## src/rtl/arb_pkg.sv

```systemverilog
// Shared types and helpers for the four-way round-robin arbiter.
// Rotation and one-hot conversion live here so the top stays focused on the FSM.
package arb_pkg;

    localparam int NREQ = 4;

    typedef logic [NREQ-1:0] req_vec_t;
    typedef logic [1:0]      idx_t;

    typedef enum logic {
        IDLE  = 1'b0,
        OWNED = 1'b1
    } arb_state_t;

    // Rotate right so that bit n of the input lands at bit 0.
    function automatic req_vec_t rotr(input req_vec_t v, input idx_t n);
        logic [2*NREQ-1:0] w_dbl;
        w_dbl = {v, v} >> n;
        return w_dbl[NREQ-1:0];
    endfunction

    function automatic req_vec_t idx_to_onehot(input idx_t idx);
        req_vec_t w_oh;
        w_oh      = '0;
        w_oh[idx] = 1'b1;
        return w_oh;
    endfunction

endpackage

```

## src/rtl/rr_arbiter4_prio.sv

```systemverilog
// Fixed-priority encoder over a 4-bit vector, LSB highest priority.
// The caller rotates the vector first, which turns it into round-robin.
module prio_enc4_casez
    import arb_pkg::*;
(
    input  req_vec_t vec,
    output idx_t     idx,
    output logic     valid
);

    always_comb begin
        idx   = 2'd0;
        valid = 1'b1;
        casez (vec)
            4'b???1: idx = 2'd0;
            4'b??10: idx = 2'd1;
            4'b?100: idx = 2'd2;
            4'b1000: idx = 2'd3;
            default: valid = 1'b0;
        endcase
    end

endmodule

```

## src/rtl/rr_arbiter4.sv

```systemverilog
// Four-requester round-robin arbiter with registered one-hot grant,
// zero-bubble handover and a bounded hold time under contention.
module rr_arbiter4
    import arb_pkg::*;
#(
    parameter int MAX_HOLD = 8
)
(
    input  logic       clk,
    input  logic       rst_n,
    input  logic [3:0] req,
    output logic [3:0] gnt,
    output logic [1:0] gnt_id,
    output logic       busy
);

    localparam int              HW       = $clog2(MAX_HOLD + 1);
    localparam logic [HW-1:0]   HOLD_MAX = HW'(MAX_HOLD);
    localparam logic [HW-1:0]   HOLD_ONE = HW'(1);

    arb_state_t    r_state;
    idx_t          r_ptr;
    logic [HW-1:0] r_hold;
    req_vec_t      r_gnt;
    idx_t          r_gnt_id;

    arb_state_t    w_state_next;
    idx_t          w_ptr_next;
    logic [HW-1:0] w_hold_next;
    req_vec_t      w_gnt_next;
    idx_t          w_gnt_id_next;

    logic          w_owner_req;
    logic          w_others;
    logic          w_release;
    logic          w_force;
    idx_t          w_arb_ptr;
    req_vec_t      w_mask;
    req_vec_t      w_rot;
    idx_t          w_enc_idx;
    logic          w_enc_valid;
    idx_t          w_winner;

    assign w_owner_req = req[r_gnt_id];
    assign w_others    = |(req & ~r_gnt);
    assign w_release   = (r_state == OWNED) && !w_owner_req;
    assign w_force     = (r_state == OWNED) && w_owner_req && (r_hold == HOLD_MAX) && w_others;

    // On release or forced rotation the arbitration already uses the advanced pointer,
    // so the new winner is chosen under the updated priority in the same edge.
    assign w_arb_ptr = (w_release || w_force) ? idx_t'(r_gnt_id + 2'd1) : r_ptr;
    assign w_mask    = w_force ? ~r_gnt : '1;
    assign w_rot     = rotr(req & w_mask, w_arb_ptr);
    assign w_winner  = w_enc_idx + w_arb_ptr;

    prio_enc4_casez u_enc (
        .vec   (w_rot),
        .idx   (w_enc_idx),
        .valid (w_enc_valid)
    );

    always_comb begin
        w_state_next  = r_state;
        w_ptr_next    = r_ptr;
        w_hold_next   = r_hold;
        w_gnt_next    = r_gnt;
        w_gnt_id_next = r_gnt_id;
        case (r_state)
            IDLE: begin
                if (w_enc_valid) begin
                    w_state_next  = OWNED;
                    w_gnt_next    = idx_to_onehot(w_winner);
                    w_gnt_id_next = w_winner;
                    w_hold_next   = HOLD_ONE;
                end
            end
            OWNED: begin
                if (w_release || w_force) begin
                    w_ptr_next = w_arb_ptr;
                    if (w_enc_valid) begin
                        w_gnt_next    = idx_to_onehot(w_winner);
                        w_gnt_id_next = w_winner;
                        w_hold_next   = HOLD_ONE;
                    end else begin
                        w_state_next  = IDLE;
                        w_gnt_next    = '0;
                        w_gnt_id_next = '0;
                        w_hold_next   = '0;
                    end
                end else if (r_hold < HOLD_MAX) begin
                    w_hold_next = r_hold + HOLD_ONE;
                end
            end
            default: begin
                w_state_next  = IDLE;
                w_gnt_next    = '0;
                w_gnt_id_next = '0;
                w_hold_next   = '0;
            end
        endcase
    end

    always_ff @(posedge clk or negedge rst_n) begin
        if (!rst_n) begin
            r_state  <= IDLE;
            r_ptr    <= '0;
            r_hold   <= '0;
            r_gnt    <= '0;
            r_gnt_id <= '0;
        end else begin
            r_state  <= w_state_next;
            r_ptr    <= w_ptr_next;
            r_hold   <= w_hold_next;
            r_gnt    <= w_gnt_next;
            r_gnt_id <= w_gnt_id_next;
        end
    end

    assign gnt    = r_gnt;
    assign gnt_id = r_gnt_id;
    assign busy   = |r_gnt;

endmodule

```

## config.mk

```make
export PLATFORM = sky130hd
export DESIGN_NAME = rr_arbiter4
export DESIGN_NICKNAME = d
export VERILOG_FILES = /design/src/rtl/arb_pkg.sv /design/src/rtl/rr_arbiter4_prio.sv /design/src/rtl/rr_arbiter4.sv
export SDC_FILE = /design/constraint.sdc
export NUM_CORES = 1
export LEC_CHECK = 0
export CORE_MARGIN = 8
export CORE_UTILIZATION = 43
export DETAILED_ROUTE_END_ITERATION = 10
export GPL_TIMING_DRIVEN = 0
export SYNTH_ARGS = -nofsm -noshare
export SYNTH_HDL_FRONTEND = slang
export SYNTH_SLANG_ARGS = --single-unit
export TNS_END_PERCENT = 1
```

## constraint.sdc

```tcl
create_clock -name clk -period 4.2 [get_ports clk]
set_input_delay 1.26 -clock clk [delete_from_list [all_inputs] [get_ports clk]]
set_output_delay 1.26 -clock clk [all_outputs]
set_load 0.02 [all_outputs]
```

# Word-level counts from Yosys, hierarchy flattened
# Index checks and enable logic that the tools add are counted.
# totals
reg_bits	13
inputBits	6
out_inout_bits	7
wordCells	61
# op_classes
n_addsub	3
order_cmp	4
n_eq_ne	7
n_shift	1
n_mux	24
n_bitwise	4
n_reduce_logical	13
# ops
cell	n
$mux W4	7
$pmux W4 S2	2
$reduce_or A4 Y1	3
$and A4 B4 Y4	2
$eq A4 B4 Y1 const B	2
$mux W2	4
$shr A8 B2 Y4	1
$lt A2 B3 Y1 const B	2
$mux W1	6
$pmux W2 S3	1
$reduce_and A2 Y1	3
$logic_and A1 B1 Y1	5
$add A4 B1 Y4 const B	1
$lt A4 B4 Y1 const B	1
$ne A2 B1 Y1 const B	2
$not A4 Y4	1
$pmux W2 S2	1
$eq A3 B3 Y1 const B	1
$ne A3 B1 Y1 const B	1
$add A2 B1 Y2 const B	1
$add A2 B2 Y2	1
$bmux W1 S2	1
$demux W1 S2	1
$eq A2 B2 Y1 const B	1
5 further kinds	5

# Depth between registers and ports, before layout
# Gate-level depths: netlist (run 1).
# logic_depth
word_depth	18
mapped_depth	13

# Hierarchy
# A second synthesis (run 1) with hierarchy kept.
# unflattened
cells_unflattened	103
area_unflattened_um2	1022.2
# by_module_without_submodules
module	instances	cells_per_inst	area_per_inst_um2
rr_arbiter4	1	96	987.2
prio_enc4_casez	1	7	35.0

# Worst setup path after synthesis (run 1)
# OpenSTA, ideal clock, no wires.
# synth_path
kind	input-to-reg
startpoint	input port req[2]
endpoint	register r_gnt[2], in the netlist gnt[2]
setup_time_ps	91
arrival_ps	3640
required_ps	4109
path_slack_ps	469
stages	10
n_path_buf	0
path_cell_list	nor2b_2 > o41a_4 > a31oi_4 > o21ai_0 > o2bb2ai_1 > a211oi_1 > a21oi_1 > ha_1 > or3_1 > o221ai_1
# synth_between
elab_chain_cells	18
# synth_rtl
element	line	text
from (decl)	rr_arbiter4.sv:11	input logic [3:0] req,
$bmux W1 S2	rr_arbiter4.sv:44	assign w_owner_req = req[r_gnt_id];
$mux W1 (not written as such)	rr_arbiter4.sv:44	
$logic_and A1 B1 Y1 (3 in a row)	rr_arbiter4.sv:47	assign w_force = (r_state == OWNED) && w_owner_req && (r_hold == HOLD_MAX) && w_others;
$mux W4 or $logic_or A1 B1 Y1 (tied branches)	rr_arbiter4.sv:52, rr_arbiter4.sv:51, rr_arbiter4.sv:78	
$and A4 B4 Y4 or $mux W2 (tied branches)	rr_arbiter4.sv:53, rr_arbiter4.sv:51	
$shr A8 B2 Y4	arb_pkg.sv:18	w_dbl = {v, v} >> n;
$eq A4 B4 Y1, or another cell as far along	rr_arbiter4_prio.sv:14	casez (vec)
$pmux W2 S3	rr_arbiter4_prio.sv:14	
$add A2 B2 Y2	rr_arbiter4.sv:54	assign w_winner = w_enc_idx + w_arb_ptr;
$lt A2 B3 Y1 (not written as such) or $ge A2 B1 Y1 (tied branches)	arb_pkg.sv:25	w_oh[idx] = 1'b1;
$logic_and A1 B1 Y1 (not written as such)	arb_pkg.sv:25	
$mux W1 (not written as such)	arb_pkg.sv:25	
$demux W1 S2	arb_pkg.sv:25	
$mux W4	rr_arbiter4.sv:80	if (w_enc_valid) begin
$mux W4	rr_arbiter4.sv:78	if (w_release || w_force) begin
$pmux W4 S2	rr_arbiter4.sv:68	case (r_state)
to (signal assigned)	rr_arbiter4.sv:114	r_gnt <= w_gnt_next;
to (decl)	rr_arbiter4.sv:24	req_vec_t r_gnt;
# Parallel ways exist; a longest one is shown, timed or not. The select of a mux whose other input is x is not followed.
# A chain may end at the register's enable or synchronous reset.

# Worst setup path in the final report (run 1)
# layout_path
startpoint	input port req[0]
endpoint	register r_gnt[0], in the netlist gnt[0]
# Same word-level chain as after synthesis.

==> results of run 1 <==
-- layout make-up --
type	count	area (um^2)	area share [%]
plain buffers	4	30.0	2.24
inverters	9	33.8	2.52
multi-input cells	91	728	54.4
repair buffers	17	158	11.8
well taps	30	37.5	2.80
clock buffers	4	26.3	1.96
flip-flops and latches	13	325	24.3
-- stage by stage --
stage,hold slack [ns],power [mW]
finish,0.513,1.03
global route,0.540,1.13
CTS,0.517,0.985
detailed placement,0.513,0.908
global placement,0.496,0.890
floorplan,0.465,0.729
-- flip-flops by register name, summed over array words and instances (netlist names) --
| register | flops |
|---|---|
| r_hold | 4 |
| gnt_id | 2 |
| r_state | 1 |
| r_ptr | 2 |
| gnt | 4 |
-- Yosys cell counts (2+ instances only) --
| cell | number |
|---|---|
| ha_1 | 3 |
| a31oi_4 | 2 |
| nand2_1 | 13 |
| a31oi_1 | 2 |
| nor3_1 | 2 |
| o221ai_1 | 5 |
| or2_2 | 2 |
| a21oi_1 | 3 |
| nand3_1 | 5 |
| o21ai_2 | 2 |
| buf_4 | 2 |
| inv_1 | 9 |
| o21ai_0 | 5 |
| mux2_2 | 3 |
| o31a_1 | 2 |
| nor2b_1 | 3 |
| nand3b_1 | 2 |
| dfrtp_1 | 13 |
| o21a_1 | 2 |
| nor2_1 | 6 |
| o22ai_1 | 3 |
-- critical path, stage by stage --
cell and delay [ns]:
clkdlybuf4s50_1 0.46, nor2b_1 0.20, o41a_4 0.57, a31oi_4 0.24, o21ai_1 0.12, o2bb2ai_1 0.16
a211oi_2 0.26, a21oi_2 0.06, ha_1 0.36, or3_1 0.40, o221ai_1 0.19
-- kinds of logic after synthesis --
logic type	Yosys count	synth area share (%)
AOI/OAI and AO/OA	41	33.9
xor gates and xnor gates	1	0.805
adders and majority gates	3	3.45
buffers and inverters	13	5.86
DFF	13	29.9
muxes	4	4.02
and+or+nand+nor	42	22.1
-- per-layer routing --
metal,vias to the layer above,GRT usage (%),routed length [um]
met1,465,14.5,1180
met5,-,0,0
met3,4,1.86,106
li1,489,-,-
met2,24,23.8,1410
met4,0,4.27,17
-- worst max-delay path by stage --
stage          depth (start not counted)      to  slack [ns]
2_1_floorplan                         10  gnt[2]        0.47
3_3_place_gp                          11  gnt[2]       -0.25
3_5_place_dp                          11  gnt[2]       -0.32
4_1_cts                               11  gnt[2]        0.03
5_1_grt                               11  gnt[0]        0.02
6_report                              11  gnt[0]        0.11
-- where the power goes --
group          leakage [nW]  internal, mW  switching [mW]  total, mW
combinational         0.354         0.321           0.416      0.736
clock                0.0150        0.0367          0.0365     0.0732
sequential            0.160         0.178          0.0474      0.225
-- repair_timing --
action / 4_1_cts / 5_1_grt
setup buffers: 2 / 3
pin swaps: 1 / 4
hold endpoints to repair: 0 / 0
endpoints found under the setup margin: 1 / 2
resized for setup: 0 / 6
==> flow_summary.yaml, run 1 <==
logic_synthesis:
  ys.flop_type: "dfrtp_1"
  synth_edf_count: 0
  ys_seq_area_share_pct: 29.9
  yosys_warnings: 0
  netlist.area_leader.share_pct: 29.9
  syn-num-nets: 126
  netlist_area_um2: 1090
  synthCells: 117
  async_flop_share_pct: 100
  synth_area_leader_cell: "dfrtp_1"
  ys_ff_latch: 13
  synth_cell_types: 49
  netlist_top_cells_area: "dfrtp_1, nand2_1, o221ai_1"
  syn_area_per_cell_um2: 9.30
placement:
  post-place-ws_ns: -0.319
  dp_hpwl_mm: 2.08
  placed_cell_area_um2: 1250
  io_buffers: 12
  place_inst: 159
  gp_congestion: 0.770
power_and_ir_drop:
  p_leak_nw: 0.530
  peakVddDrop_mv: 0.512
  powerDensity_nw_per_um2: 773
grt:
  grt_usage_pct: 12.8
  grt_max_degree: 14
  first_global_vias: 1001
  grt_first_pass_wirelength_mm: 4.49
  overflow: 0
  antenna_found_initial: 0
sta:
  setup-tns-final_ns: 0
  setup_violations: 0
  worst_slack_ns: 0.110
  tightest_slew_ns: 0.562
  final.setup_skew_ns: 0.00368
  period_share_pct: 97.4
  rsz0062_at_grt: "false"
  finalHoldViolations: 0
  fin_crit_ns: 4.09
  clock.fmax_mhz: 244
  slew_headroom_pct: 62.4
  drv_slew: 0
floorplanning:
  io_pins: 13
  die-width_um: 66.3
  dieArea_um2: 4400
  row_count: 18
  start_util_pct: 44.8
  die_y_um: 66.3
  core_area_um2: 2430
worst_setup_path:
  crit_path_start_kind: "input port"
  rr_worst_depth: 11
  cp_max_fo: 6
  cp-startpoint: "req[0]"
  end_kind: "flip-flop"
  crit_type: "in2reg"
  rrSetupSlack_ns: 1.12
  r2r_end: "gnt[0]"
  crit_arrival_ns: 4.27
  rr_startpoint: "gnt_id[0]"
  critPathRequiredTime_ns: 4.38
routing:
  drt-wirelength-per-cell_um: 16.2
  detail-route-antenna-nets: 0
  via_count: 982
  drc: 0
  drt_pass1_iterations: 4
  wl_mm: 2.72
  drt_iter0_drc: 101
  vias_per_cell: 5.85
clock_network:
  postCtsHoldBufs: 0
  clockBufferDepth: 2
  cts_tree: "done"
  clock_latency_ns: 0.27
  clk_pin_slew_worst_paths_ns: 0.07
  cts_buffers: 3
  cts-htree-levels: 1
  cts_root_buffer: "clkbuf_4"
  cts_sinks: 13
final_layout:
  layout-drive-gt1-share_pct: 24.6
  final_util_pct: 55.0
  fin_area_um2: 1340
  diodes: 0
  final_cell_mix: "nand2_1, dfrtp_1, clkdlybuf4s50_1, inv_1, buf_4"
  area_growth_pct: 23.0
  finish.net_count: 148
  fin_cells: 168
  fillers: 213
worst_hold_path:
  hold_path.class: "reg2reg"
  min_from: "r_hold[2]"
  whs_path_depth: 1
  hold_path_end: "r_hold[2]"
run_status:
  outcome: "complete, no violations"
run:
  maxCapViolCount: 0
No activity file was read; power rests on OpenSTA's default activity.
==> inputs of run 2 (changes only) <==
Settings changed: ABC_CLOCK_PERIOD_IN_PS from default to 4200.
==> results of run 2 <==
The final DEF is identical to that of run 1; final timing and power are the same.
==> inputs of run 3 (changes only) <==
Settings changed: ABC_CLOCK_PERIOD_IN_PS 4200 to 3710, CTS_CLUSTER_DIAMETER from default to 200, PLACE_DENSITY from default to 0.67.
Clock period 4.2 ns to 3.71 ns, I/O delays scaled along.
==> run 3 against run 2 <==
Compared with the run above:
- hold slack better by 0.0054 ns
- die area stayed put
- critical endpoint unchanged
- register-to-register slack worse by 0.45 ns
- utilization is 1.0 points higher
- setup slack worse by 0.020 ns
- critical path type unchanged
- final area is 1.9% higher
- sequential share of layout area is 0.45 points lower
- clock skew is 0.0031 ns higher
- first-iteration DRC count is 67% lower
- largest power group unchanged
==> flow_summary.yaml, run 3 (synthesized netlist as in run 1, its figures left out) <==
sta:
  worst_hold_slack_ns: 0.518
  finalHoldViolations: 0
  setup-tns-final_ns: 0
  clock.fmax_mhz: 276
  final.setup_skew_ns: 0.00675
  period_share_pct: 97.6
  fin_crit_ns: 3.62
  slew_headroom_pct: 62.6
  tightest_slew_ns: 0.560
  setup_violations: 0
  rsz0062_at_grt: "false"
  drv_slew: 0
worst_setup_path:
  path_delay_family: "compound AO/OA/AOI/OAI gates"
  cp_cell_sequence: "dlygate4sd2_1 > nor2b_4 > o41a_4 > a31oi_4 > o21ai_2 > o2bb2ai_1 > a211oi_1 > a21oi_1 > ha_1 > or3_1 > o221ai_1"
  crit_arrival_ns: 3.80
  crit_type: "in2reg"
  endpoint: "gnt[0]"
  end_kind: "flip-flop"
  critPathRequiredTime_ns: 3.89
  slowest_delay_ns: 0.55
  r2r_end: "gnt[0]"
  slowest_stage: "o41a_4"
  crit_path_start_kind: "input port"
  path_buf_inv: 1
  cp_max_fo: 5
  rrSetupSlack_ns: 0.67
  rr_worst_depth: 11
  path_depth: 11
  rr_startpoint: "gnt_id[0]"
  cp-startpoint: "req[0]"
final_layout:
  finish.net_count: 148
  layout-drive-gt1-share_pct: 26.8
  area_growth_pct: 25.3
  final_cell_mix: "nand2_1, dfrtp_1, inv_1, clkdlybuf4s50_1, buf_4"
  diodes: 0
  fillers: 231
floorplanning:
  dieArea_um2: 4400
  start_util_pct: 44.8
  core_area_um2: 2430
  row_count: 18
  die_y_um: 66.3
  die-width_um: 66.3
  io_pins: 13
grt:
  first_global_vias: 1029
  overflow: 0
  antenna_found_initial: 0
  grt_usage_pct: 13.9
  grt_first_pass_wirelength_mm: 4.84
  grt_max_degree: 14
clock_network:
  clk_pin_slew_worst_paths_ns: 0.07
  cts_sinks: 13
  clock_latency_ns: 0.28
  cts_buffers: 3
  cts_tree: "done"
  cts_root_buffer: "clkbuf_4"
  clockBufferDepth: 2
  cts-htree-levels: 1
power_and_ir_drop:
  swShare_pct: 48.7
  internal-power_mw: 0.612
  pwr-share-seq_pct: 22.0
  peakVddDrop_mv: 0.471
  pwr-share-clk_pct: 7.3
  powerDensity_nw_per_um2: 874
  p_leak_nw: 0.562
  p_total_mw: 1.19
  switchingPower_mw: 0.580
  pwr-share-comb_pct: 70.7
placement:
  dp_hpwl_mm: 1.97
  io_buffers: 12
  gp_congestion: 0.830
routing:
  detail-route-antenna-nets: 0
  drc: 0
  drt-wirelength-per-cell_um: 16.3
  wl_mm: 2.74
  vias_per_cell: 6.04
  via_count: 1014
  drt_iter0_drc: 33
  drt_pass1_iterations: 4
run:
  maxCapViolCount: 0
worst_hold_path:
  hold_path.class: "reg2reg"
run_status:
  outcome: "complete, no violations"
run 3: power by group through the flow:
stage	Clock [mW]	Combinational [mW]	Sequential (mW)
after floorplan	0	0.548	0.277
after global placement	0	0.738	0.257
after detailed placement	0	0.756	0.259
after CTS	0.0904	0.822	0.261
after global routing	0.0981	0.939	0.269
final	0.0873	0.842	0.262
run 3: worst min path at each step:
stage | from | endpoint | slack, ns | cells past startpoint
final | r_hold[2] | r_hold[2] | 0.52 | 1
after global routing | r_hold[2] | r_hold[2] | 0.55 | 1
after CTS | r_hold[2] | r_hold[2] | 0.52 | 1
after detailed placement | r_hold[2] | r_hold[2] | 0.51 | 1
after global placement | r_hold[2] | r_hold[2] | 0.49 | 1
after floorplan | r_hold[2] | r_hold[2] | 0.46 | 1
run 3: cell type report:
cell class / count / area, um^2 / share of cell area (%)
multi-input cells: 91 / 751 / 55.0
flip-flops and latches: 13 / 325 / 23.9
repair buffers: 17 / 160 / 11.7
well taps: 30 / 37.5 / 2.75
inverters: 9 / 33.8 / 2.48
plain buffers: 4 / 30.0 / 2.20
clock buffers: 4 / 26.3 / 1.93
run 3: what timing repair did:
action                                  in CTS  in global routing
gates resized for setup                     16                  2
endpoints found under the setup margin       6                  6
setup buffers                                5                  0
hold buffers                                 0                  0
pin swaps                                    7                  1
run 3: worst reg2reg max path: cells and delay by family, from the launching register on:
| kind | cells | cell delay, ns |
|---|---|---|
| AOI/OAI and AO/OA | 6 | 0.98 |
| muxes | 2 | 0.71 |
| and+or+nand+nor | 1 | 0.39 |
| DFF | 1 | 0.35 |
| adders and majority gates | 1 | 0.33 |
| buffers and inverters | 1 | 0.16 |
run 3: through the flow:
step | area, um^2 | util [%] | std cells | setup WS (ns)
finish | 1360 | 56.1 | 168 | 0.0899
global route | 1360 | 56.1 | 168 | 0.0181
CTS | 1360 | 55.7 | 168 | 0.0411
detailed placement | 1250 | 51.2 | 159 | -0.666
global placement | 1250 | 51.2 | 159 | -0.554
floorplan | 1090 | - | 117 | 0.126
run 3: layer usage:
layer,share of wire [%],vias to the layer above,track usage [%],routed length [um]
met4,2.1,0,6.67,57
met2,51,22,24.5,1410
met3,3.1,6,2.03,86
li1,-,494,-,-
met5,0,-,0,0
met1,43,492,15.8,1190
